$ cat src/rtl/cap_prop_pkg.sv
// rtl/cap_prop_pkg.sv - shared types, corner table and LFSR step for the cap-lib stimulus driver
//
// Contents:
//   cap_prop_vec_t    one stimulus vector (base, len, addr, newBase, newLen)
//   cap_prop_state_t  driver FSM states
//   N_CORNER          number of directed corner vectors issued before the LFSR stream
//   LFSR_TAPS         Galois mask for x^64 + x^63 + x^61 + x^60 + 1 (right-shifting form)
//   lfsr_next()       one LFSR step
//   corner_vec()      directed corner table, newBase/newLen mirror base/len
package cap_prop_pkg;

    localparam int CP_W     = 64;
    localparam int N_CORNER = 8;

    localparam logic [CP_W-1:0] LFSR_TAPS = 64'hD800_0000_0000_0000;

    localparam logic [CP_W-1:0] C_ZERO = 64'h0;
    localparam logic [CP_W-1:0] C_ONE  = 64'h1;
    localparam logic [CP_W-1:0] C_MAX  = 64'hFFFF_FFFF_FFFF_FFFF;
    localparam logic [CP_W-1:0] C_MSB  = 64'h8000_0000_0000_0000;
    localparam logic [CP_W-1:0] C_4K   = 64'h0000_0000_0000_1000;

    typedef struct packed {
        logic [CP_W-1:0] base;
        logic [CP_W-1:0] len;
        logic [CP_W-1:0] addr;
        logic [CP_W-1:0] newBase;
        logic [CP_W-1:0] newLen;
    } cap_prop_vec_t;

    typedef enum logic [2:0] {
        ST_IDLE,
        ST_LOAD,
        ST_ISSUE,
        ST_WAIT,
        ST_DONE
    } cap_prop_state_t;

    function automatic logic [CP_W-1:0] lfsr_next(input logic [CP_W-1:0] s);
        return (s >> 1) ^ (s[0] ? LFSR_TAPS : C_ZERO);
    endfunction

    function automatic cap_prop_vec_t corner_vec(input logic [2:0] i);
        logic [CP_W-1:0] b;
        logic [CP_W-1:0] l;
        logic [CP_W-1:0] a;
        case (i)
            3'd0:    begin b = C_ZERO; l = C_ZERO;         a = C_ZERO;         end
            3'd1:    begin b = C_ZERO; l = C_MAX;          a = C_ZERO;         end
            3'd2:    begin b = C_MAX;  l = C_ZERO;         a = C_MAX;          end
            3'd3:    begin b = C_MAX;  l = C_ONE;          a = C_MAX;          end
            3'd4:    begin b = C_ZERO; l = C_MAX;          a = C_MSB;          end
            3'd5:    begin b = C_4K;   l = C_4K;           a = C_4K;           end
            3'd6:    begin b = C_MSB;  l = C_MSB;          a = C_MSB - C_ONE;  end
            default: begin b = C_ONE;  l = C_MAX - C_ONE;  a = C_MAX;          end
        endcase
        corner_vec.base    = b;
        corner_vec.len     = l;
        corner_vec.addr    = a;
        corner_vec.newBase = b;
        corner_vec.newLen  = l;
    endfunction

endpackage

$ cat src/rtl/cap_prop_lfsr.sv
// rtl/cap_prop_lfsr.sv - Galois LFSR advancing STEPS states per step pulse
//
// Ports:
//   CLK     clock
//   RST_N   asynchronous active-low reset (loads the seed)
//   reseed  reload the seed on the next edge
//   step    advance STEPS LFSR states on the next edge
//   q       current LFSR state
module cap_prop_lfsr
    import cap_prop_pkg::*;
#(
    parameter int              ADDR_W = 64,
    parameter logic [ADDR_W-1:0] SEED = 64'hACE1_0000_0000_1,
    parameter int              STEPS  = 5
) (
    input  logic              CLK,
    input  logic              RST_N,
    input  logic              reseed,
    input  logic              step,
    output logic [ADDR_W-1:0] q
);

    // An all-zero state would lock the LFSR, so a zero seed becomes 1.
    localparam logic [ADDR_W-1:0] SEED_EFF = (SEED == '0) ? ADDR_W'(1) : SEED;

    logic [ADDR_W-1:0] adv;

    always_comb begin
        adv = q;
        for (int i = 0; i < STEPS; i++) begin
            adv = lfsr_next(adv);
        end
    end

    always_ff @(posedge CLK or negedge RST_N) begin
        if (!RST_N) begin
            q <= SEED_EFF;
        end else if (reseed) begin
            q <= SEED_EFF;
        end else if (step) begin
            q <= adv;
        end
    end

endmodule

$ cat src/rtl/cap_prop_stim_driver.sv
// rtl/cap_prop_stim_driver.sv - stimulus initiator and verdict scoreboard for cap-lib property checkers
//
// Ports:
//   CLK, RST_N                 clock, asynchronous active-low reset
//   start                      pulse: begin a run (honoured only in IDLE or DONE)
//   busy, done                 run in progress / run complete (held until next start)
//   vec_valid, vec_ready       vector handshake towards the checker
//   prop_base .. prop_newLen   vector under test
//   res_valid, res_ok          checker verdict (accepted only while waiting for it)
//   pass_cnt, fail_cnt         saturating verdict counters
//   fail_seen                  sticky: a failure occurred this run
//   fail_base/len/addr         first failing vector
module cap_prop_stim_driver
    import cap_prop_pkg::*;
#(
    parameter int                ADDR_W    = 64,
    parameter int                NUM_VEC   = 1024,
    parameter logic [ADDR_W-1:0] LFSR_SEED = 64'hACE1_0000_0000_1,
    parameter int                CNT_W     = 32
) (
    input  logic              CLK,
    input  logic              RST_N,
    input  logic              start,
    output logic              busy,
    output logic              done,
    output logic              vec_valid,
    input  logic              vec_ready,
    output logic [ADDR_W-1:0] prop_base,
    output logic [ADDR_W-1:0] prop_len,
    output logic [ADDR_W-1:0] prop_addr,
    output logic [ADDR_W-1:0] prop_newBase,
    output logic [ADDR_W-1:0] prop_newLen,
    input  logic              res_valid,
    input  logic              res_ok,
    output logic [CNT_W-1:0]  pass_cnt,
    output logic [CNT_W-1:0]  fail_cnt,
    output logic              fail_seen,
    output logic [ADDR_W-1:0] fail_base,
    output logic [ADDR_W-1:0] fail_len,
    output logic [ADDR_W-1:0] fail_addr
);

    localparam int              IDX_W    = $clog2(NUM_VEC) + 1;
    localparam logic [IDX_W-1:0] LAST_IDX = IDX_W'(NUM_VEC - 1);
    localparam logic [IDX_W-1:0] RND_IDX  = IDX_W'(N_CORNER);

    cap_prop_state_t state, state_nxt;
    logic [IDX_W-1:0] idx;
    cap_prop_vec_t    vec_q;
    cap_prop_vec_t    rnd_vec;
    cap_prop_vec_t    load_vec;
    logic [CP_W-1:0]  lfsr_q, r1, r2, r3, r4, r5;
    logic             start_ok, res_acc, is_random;

    assign start_ok  = start && ((state == ST_IDLE) || (state == ST_DONE));
    assign res_acc   = (state == ST_WAIT) && res_valid;
    assign is_random = (idx >= RND_IDX);

    cap_prop_lfsr #(
        .ADDR_W (CP_W),
        .SEED   (CP_W'(LFSR_SEED)),
        .STEPS  (5)
    ) u_lfsr (
        .CLK    (CLK),
        .RST_N  (RST_N),
        .reseed (start_ok),
        .step   ((state == ST_LOAD) && is_random),
        .q      (lfsr_q)
    );

    // The five intermediate states of one LOAD's worth of stepping, in field order.
    assign r1 = lfsr_next(lfsr_q);
    assign r2 = lfsr_next(r1);
    assign r3 = lfsr_next(r2);
    assign r4 = lfsr_next(r3);
    assign r5 = lfsr_next(r4);

    assign rnd_vec  = '{base: r1, len: r2, addr: r3, newBase: r4, newLen: r5};
    assign load_vec = is_random ? rnd_vec : corner_vec(idx[2:0]);

    always_ff @(posedge CLK or negedge RST_N) begin
        if (!RST_N) begin
            state <= ST_IDLE;
        end else begin
            state <= state_nxt;
        end
    end

    always_comb begin
        state_nxt = state;
        case (state)
            ST_IDLE:  if (start) state_nxt = ST_LOAD;
            ST_LOAD:  state_nxt = ST_ISSUE;
            ST_ISSUE: if (vec_ready) state_nxt = ST_WAIT;
            ST_WAIT:  if (res_valid) state_nxt = (idx < LAST_IDX) ? ST_LOAD : ST_DONE;
            ST_DONE:  if (start) state_nxt = ST_LOAD;
            default:  state_nxt = ST_IDLE;
        endcase
    end

    assign busy      = (state == ST_LOAD) || (state == ST_ISSUE) || (state == ST_WAIT);
    assign done      = (state == ST_DONE);
    assign vec_valid = (state == ST_ISSUE);

    always_ff @(posedge CLK or negedge RST_N) begin
        if (!RST_N) begin
            idx       <= '0;
            vec_q     <= '0;
            pass_cnt  <= '0;
            fail_cnt  <= '0;
            fail_seen <= 1'b0;
            fail_base <= '0;
            fail_len  <= '0;
            fail_addr <= '0;
        end else if (start_ok) begin
            idx       <= '0;
            pass_cnt  <= '0;
            fail_cnt  <= '0;
            fail_seen <= 1'b0;
            fail_base <= '0;
            fail_len  <= '0;
            fail_addr <= '0;
        end else begin
            if (state == ST_LOAD) begin
                vec_q <= load_vec;
            end
            if (res_acc) begin
                if (res_ok) begin
                    if (pass_cnt != '1) pass_cnt <= pass_cnt + CNT_W'(1);
                end else begin
                    if (fail_cnt != '1) fail_cnt <= fail_cnt + CNT_W'(1);
                    if (!fail_seen) begin
                        fail_base <= vec_q.base[ADDR_W-1:0];
                        fail_len  <= vec_q.len[ADDR_W-1:0];
                        fail_addr <= vec_q.addr[ADDR_W-1:0];
                    end
                    fail_seen <= 1'b1;
                end
                // idx parks on the last vector while DONE; start clears it.
                if (idx != LAST_IDX) idx <= idx + IDX_W'(1);
            end
        end
    end

    assign prop_base    = vec_q.base[ADDR_W-1:0];
    assign prop_len     = vec_q.len[ADDR_W-1:0];
    assign prop_addr    = vec_q.addr[ADDR_W-1:0];
    assign prop_newBase = vec_q.newBase[ADDR_W-1:0];
    assign prop_newLen  = vec_q.newLen[ADDR_W-1:0];

endmodule

$ cat config.mk
export PLATFORM = sky130hd
export DESIGN_NAME = cap_prop_stim_driver
export DESIGN_NICKNAME = d
export VERILOG_FILES = /design/src/rtl/cap_prop_pkg.sv /design/src/rtl/cap_prop_lfsr.sv /design/src/rtl/cap_prop_stim_driver.sv
export SDC_FILE = /design/constraint.sdc
export NUM_CORES = 1
export LEC_CHECK = 0
export ABC_CLOCK_PERIOD_IN_PS = 5350
export CORE_ASPECT_RATIO = 0.75
export CORE_UTILIZATION = 40
export DETAILED_ROUTE_END_ITERATION = 8
export HOLD_SLACK_MARGIN = 0.06
export PLACE_DENSITY = 0.64
export SLEW_MARGIN = 20
export SYNTH_ARGS = -nofsm -noshare
export SYNTH_HDL_FRONTEND = slang
export SYNTH_SLANG_ARGS = --single-unit
$ cat constraint.sdc
create_clock -name CLK -period 5.35 [get_ports CLK]
set_input_delay 1.07 -clock CLK [delete_from_list [all_inputs] [get_ports CLK]]
set_output_delay 1.07 -clock CLK [all_outputs]
set_load 0.03 [all_outputs]
==> Word-level counts from Yosys, hierarchy flattened <==
Cells that the tools add are included.
W data, S select, Z words.
{ "word_totals": {"output_inout_bits": 580, "word_cells": 112, "input_bits": 6, "reg_bits": 655} }
{ "op_classes": {"mux": 42, "eq_ne": 18, "n_bitwise": 6, "magnitude_cmp": 2, "reduce_logical": 27, "add_sub_neg": 3} }
{ "op_table": {"columns": ["op", "count"], "rows": [
  ["$mux W64", 19],
  ["$pmux W64 S4", 2],
  ["$mux W320", 1],
  ["$pmux W64 S5", 1],
  ["$xor A63 B64 Y64", 5],
  ["$mux W32", 8],
  ["$add A32 B1 Y32 const B", 2],
  ["$ne A32 B32 Y1 const B", 2],
  ["$mux W11", 3],
  ["$eq A3 B2 Y1 const B", 4],
  ["$eq A3 B3 Y1 const B", 4],
  ["$mux W3", 4],
  ["$pmux W3 S4", 1],
  ["$reduce_and A3 Y1", 4],
  ["$reduce_bool A2 Y1", 6],
  ["$add A11 B1 Y11 const B", 1],
  ["$ge A11 B4 Y1 const B", 1],
  ["$lt A11 B10 Y1 const B", 1],
  ["$ne A11 B10 Y1 const B", 1],
  ["$reduce_or A2 Y1", 5],
  ["$ne A2 B1 Y1 const B", 4],
  ["$eq A3 B1 Y1 const B", 2],
  ["$logic_not A3 Y1", 2],
  ["$reduce_and A2 Y1", 3],
  ["6 further kinds", 12]
]} }

==> Longest topological paths before layout <==
{ "depth": {"word_depth": 12, "depth_mapped": 9, "depth_no_buf": 7} }

==> By module <==
From an unflattened synthesis, not the netlist that was laid out.
{ "unflattened": {"hier_cells": 2497, "area_unflattened_um2": 24227.0} }
{ "by_module_without_submodules": {"columns": ["mod", "cells_per_inst", "area_each_um2", "seq_area_each_um2", "n_inst"], "rows": [
  ["cap_prop_stim_driver", 2274, 21548.2, 12086.6, 1],
  ["cap_prop_lfsr", 223, 2678.8, 1612.8, 1]
]} }

==> Worst setup path after synthesis <==
OpenSTA, ideal clock, no wires.
{ "synth_timing": {"kind": "input -> register", "start": "input port start", "end": "register fail_cnt[14]", "required_ps": 5231, "setup_time_ps": 119, "n_path_buf": 1, "stages": 6, "arrival_time_ps": 2530, "slack_ps": 2700, "path_cell_list": "nor3b_1 > or4b_1 > or4_1 > clkbuf_1 > a31oi_1 > o21ba_2"} }
{ "synth_via": {"elab_chain_cells": 3, "word_cells_on_any_way": 6, "classes_between": "1 x eq/ne; 1 x mux; 4 x reduce/logical"} }
{ "synth_lines": {"columns": ["element", "line_no", "text"], "rows": [
  ["from (decl)", "cap_prop_stim_driver.sv:23", "input logic start,"],
  ["$logic_and A1 B1 Y1 (*)", "cap_prop_stim_driver.sv:55", "assign start_ok = start && ((state == ST_IDLE) || (state == ST_DONE));"],
  ["$ne A2 B1 Y1 (no source line) / $reduce_bool A2 Y1 (equally long branches)", null, null],
  ["$reduce_and A3 Y1 (no source line)", null, null],
  ["to (signal assigned)", "cap_prop_stim_driver.sv:131", "if (fail_cnt != '1) fail_cnt <= fail_cnt + CNT_W'(1);"],
  ["to (decl)", "cap_prop_stim_driver.sv:36", "output logic [CNT_W-1:0] fail_cnt,"]
]} }
Mark *: on every way between the ends. The rest lies on a longest branch, timed or not.
A chain may end at the register's enable or synchronous reset.

==> Worst setup path in the final report <==
{ "layout_timing": {"start": "register state[1]", "end": "output port done"} }
{ "layout_via": {"elab_chain_cells": 1} }
{ "layout_lines": {"columns": ["element", "line_no", "text"], "rows": [
  ["from (decl)", "cap_prop_stim_driver.sv:47", "cap_prop_state_t state, state_nxt;"],
  ["from (signal assigned)", "cap_prop_stim_driver.sv:85", "state <= state_nxt;"],
  ["$eq A3 B3 Y1", "cap_prop_stim_driver.sv:102", "assign done = (state == ST_DONE);"],
  ["to (decl)", "cap_prop_stim_driver.sv:25", "output logic done,"]
]} }
No other way between the ends.

==> metrics.yaml <==
drt_first_pass_iters: 5
first_global_vias: 19150
place_area_um2: 29370
hold_viol: 0
synth_area_um2: 23710
cts_setup_buffers: 0
critPathLaunchType: "register"
worstSetupPathType: "reg2out"
synth-warning-count: 0
finalCritPeriodShare_pct: 62.30
leakage_nw: 13.74
power_density_nw_per_um2: 724.0
antenna_found_initial: 1
area_growth_pct: 32.31
routed-via-count: 20570
final_nets: 2957
die_w_um: 283.1
yosysSeqAreaShare_pct: 57.78
holdBufCountCts: 0
cts_tree: "built"
yosys.cell_types.count: 57
critical_path.max_fanout: 8
gp_congestion: 0.9077
most-common-layout-cells: "768 x nand2_1, 584 x clkdlybuf4s50_1, 538 x dfrtp_1, 240 x a21oi_1, 135 x nand3_1"
syn_area_per_cell_um2: 9.225
syn_inst: 2570
die_y_um: 212.8
drv_slew: 107
grt_use_total_pct: 26.64
clockRootBuffer: "clkbuf_16"
cp-end-kind: "output pin"
ctsResizeCount: 0
clock_skew_ns: 0.01852
hold_path.class: "in2async"
drc: 0
ys_seq_elements: 547
clkSinkCount: 547
htreeDepth: 2
std_cell_rows: 76
rsz0062_at_grt: "false"
n_antenna_cell: 0
violations: "max-slew violations"
path_clk_slew_ns: 0.07
synth_edf_count: 0
outcome: "complete, but fails checks"
max_cap_violations: 0
ir_worst_vdd_mv: 0.5472
ioPinCount: 586
num-fill-cells: 5156
fin_area_um2: 31370
overflow: 0
worstMarginPinSlew_ns: 1.686
grt_max_degree: 213
synth_nets: 2583
finalSetupViolCount: 0
crit_arrival_ns: 2.26
ys.flop_type: "dfrtp_1"
routedWlPerCell_um: 21.86
setup-tns-final_ns: 0
max_freq_mhz: 300.0
numCtsBuffers: 55
drive_above_1_share_pct: 5.085
ant_nets: 0
routed_wl_mm: 82.40
fp.dieArea_um2: 60260
async_flop_share_pct: 100.0
vias_per_cell: 5.457
initial_core_util_pct: 40.87
port_buffers: 585
final_common_cell: "nand2_1"
crit_required_ns: 4.28
dp_hpwl_mm: 56.92
cts_buffer_depth: 3
insertion_delay_ns: 0.62
grt_pass1_wl_mm: 123.4
dr.first_iter.drc_count: 2186
core_um2: 58010
period_needed_ns: 3.333
slew_headroom_pct: -12.41
## synth_stat cells, drive strengths merged, types with 3 or more instances
cell type,number,area (µm²)
clkbuf,168,631.9
o31ai,133,998.5
o21a,5,37.54
a21oi,241,1206
a211oi,10,75.07
a41o,4,40.04
nand4,23,143.9
a31oi,16,100.1
dfstp,9,236.5
buf,123,873.3
nor4,23,156.4
mux2i,6,60.06
o21ai,46,230.2
and3,9,56.30
nor2,133,499.2
and4,6,52.55
nor3,15,75.07
o211ai,8,60.06
or3,25,156.4
xnor2,17,148.9
a22o,15,131.4
dfrtp,538,13460
and2,11,68.82
nand2,770,2890
or4,5,37.54
o211a,3,30.03
nand3,137,690.7
a211o,5,43.79
xor2,10,87.58
o31a,4,35.03
inv,15,56.30
ha,7,87.58
## metrics by stage
stage | utilization, % | instances | hold WS (ns) | total power, W | setup WS (ns)
2_1_floorplan | - | 2570 | 0.4614 | 0.01373 | 2.700
3_3_place_gp | 50.64 | 3667 | 0.4615 | 0.01845 | 1.595
3_5_place_dp | 50.64 | 3667 | 0.4709 | 0.01862 | 1.487
4_1_cts | 54.07 | 3769 | 0.4845 | 0.02286 | 1.974
5_1_grt | 54.08 | 3769 | 0.5008 | 0.02382 | 1.878
6_report | 54.08 | 3769 | 0.4574 | 0.02271 | 2.017
## report_power, final
part,total (W),internal (W),switching (W)
clock,0.00419,0.00248,0.00172
combinational,0.0111,0.00400,0.00706
sequential,0.00746,0.00571,0.00175
total,0.0227,0.0122,0.0105
## final timing paths
kind	from	end	slack (ns)	depth (start not counted)
setup reg to reg	idx[5]	prop_newBase[0]	2.28	5
setup / recovery	state[1]	done	2.02	4
hold / removal	RST_N	fail_cnt[29]	0.46	1
max in group asynchronous	RST_N	fail_len[44]	3.71	2
min in group CLK	prop_newLen[58]	prop_newLen[58]	0.48	2
hold reg to reg	prop_newLen[58]	prop_newLen[58]	0.48	2
## routing by layer
metal	vias to the layer above	wire length (µm)	track usage, %	part of all wire (%)
met5	-	13	0	0.016
met2	874	35990	38.56	44
met1	10200	37150	39.60	45
li1	9369	-	-	-
met4	2	1884	6.486	2.3
met3	119	7360	6.891	8.9
## state kept, by name (all words and copies together) (netlist names), 10 cells and up
signal and cells:
prop_base 64, prop_len 64, fail_cnt 32, idx 11, fail_base 64, prop_newBase 10
fail_addr 64, pass_cnt 32, prop_newLen 10, fail_len 64, u_lfsr.q 64, prop_addr 64
## worst max-delay path, stage by stage (launching register included)
cell,delay [ns]
dfrtp_1,0.48
nor2_1,0.27
nand2_1,0.13
inv_1,0.10
clkdlybuf4s50_1,0.67
## cell type report
| cell class | count | area, µm² | share of cell area, % |
|---|---|---|---|
| clock inverters | 23 | 314.1 | 1.001 |
| clock buffers | 79 | 1678 | 5.349 |
| repair buffers | 608 | 6133 | 19.55 |
| inverters | 15 | 56.30 | 0.1795 |
| flip-flops and latches | 547 | 13700 | 43.67 |
| multi-input cells | 1717 | 8512 | 27.13 |
| well taps | 780 | 975.9 | 3.111 |
## logic make-up (layout without fill, tap and decap cells)
logic type	after synthesis	in the layout	share of synthesized area, %
compound gates	507	507	13.20
xor+xnor	27	27	0.9974
fa+ha+maj	7	7	0.3694
buf+inv	306	725	6.586
flops	547	547	57.78
mux	7	7	0.3008
simple gates	1169	1169	20.76
No activity file was read; power rests on OpenSTA's default activity.
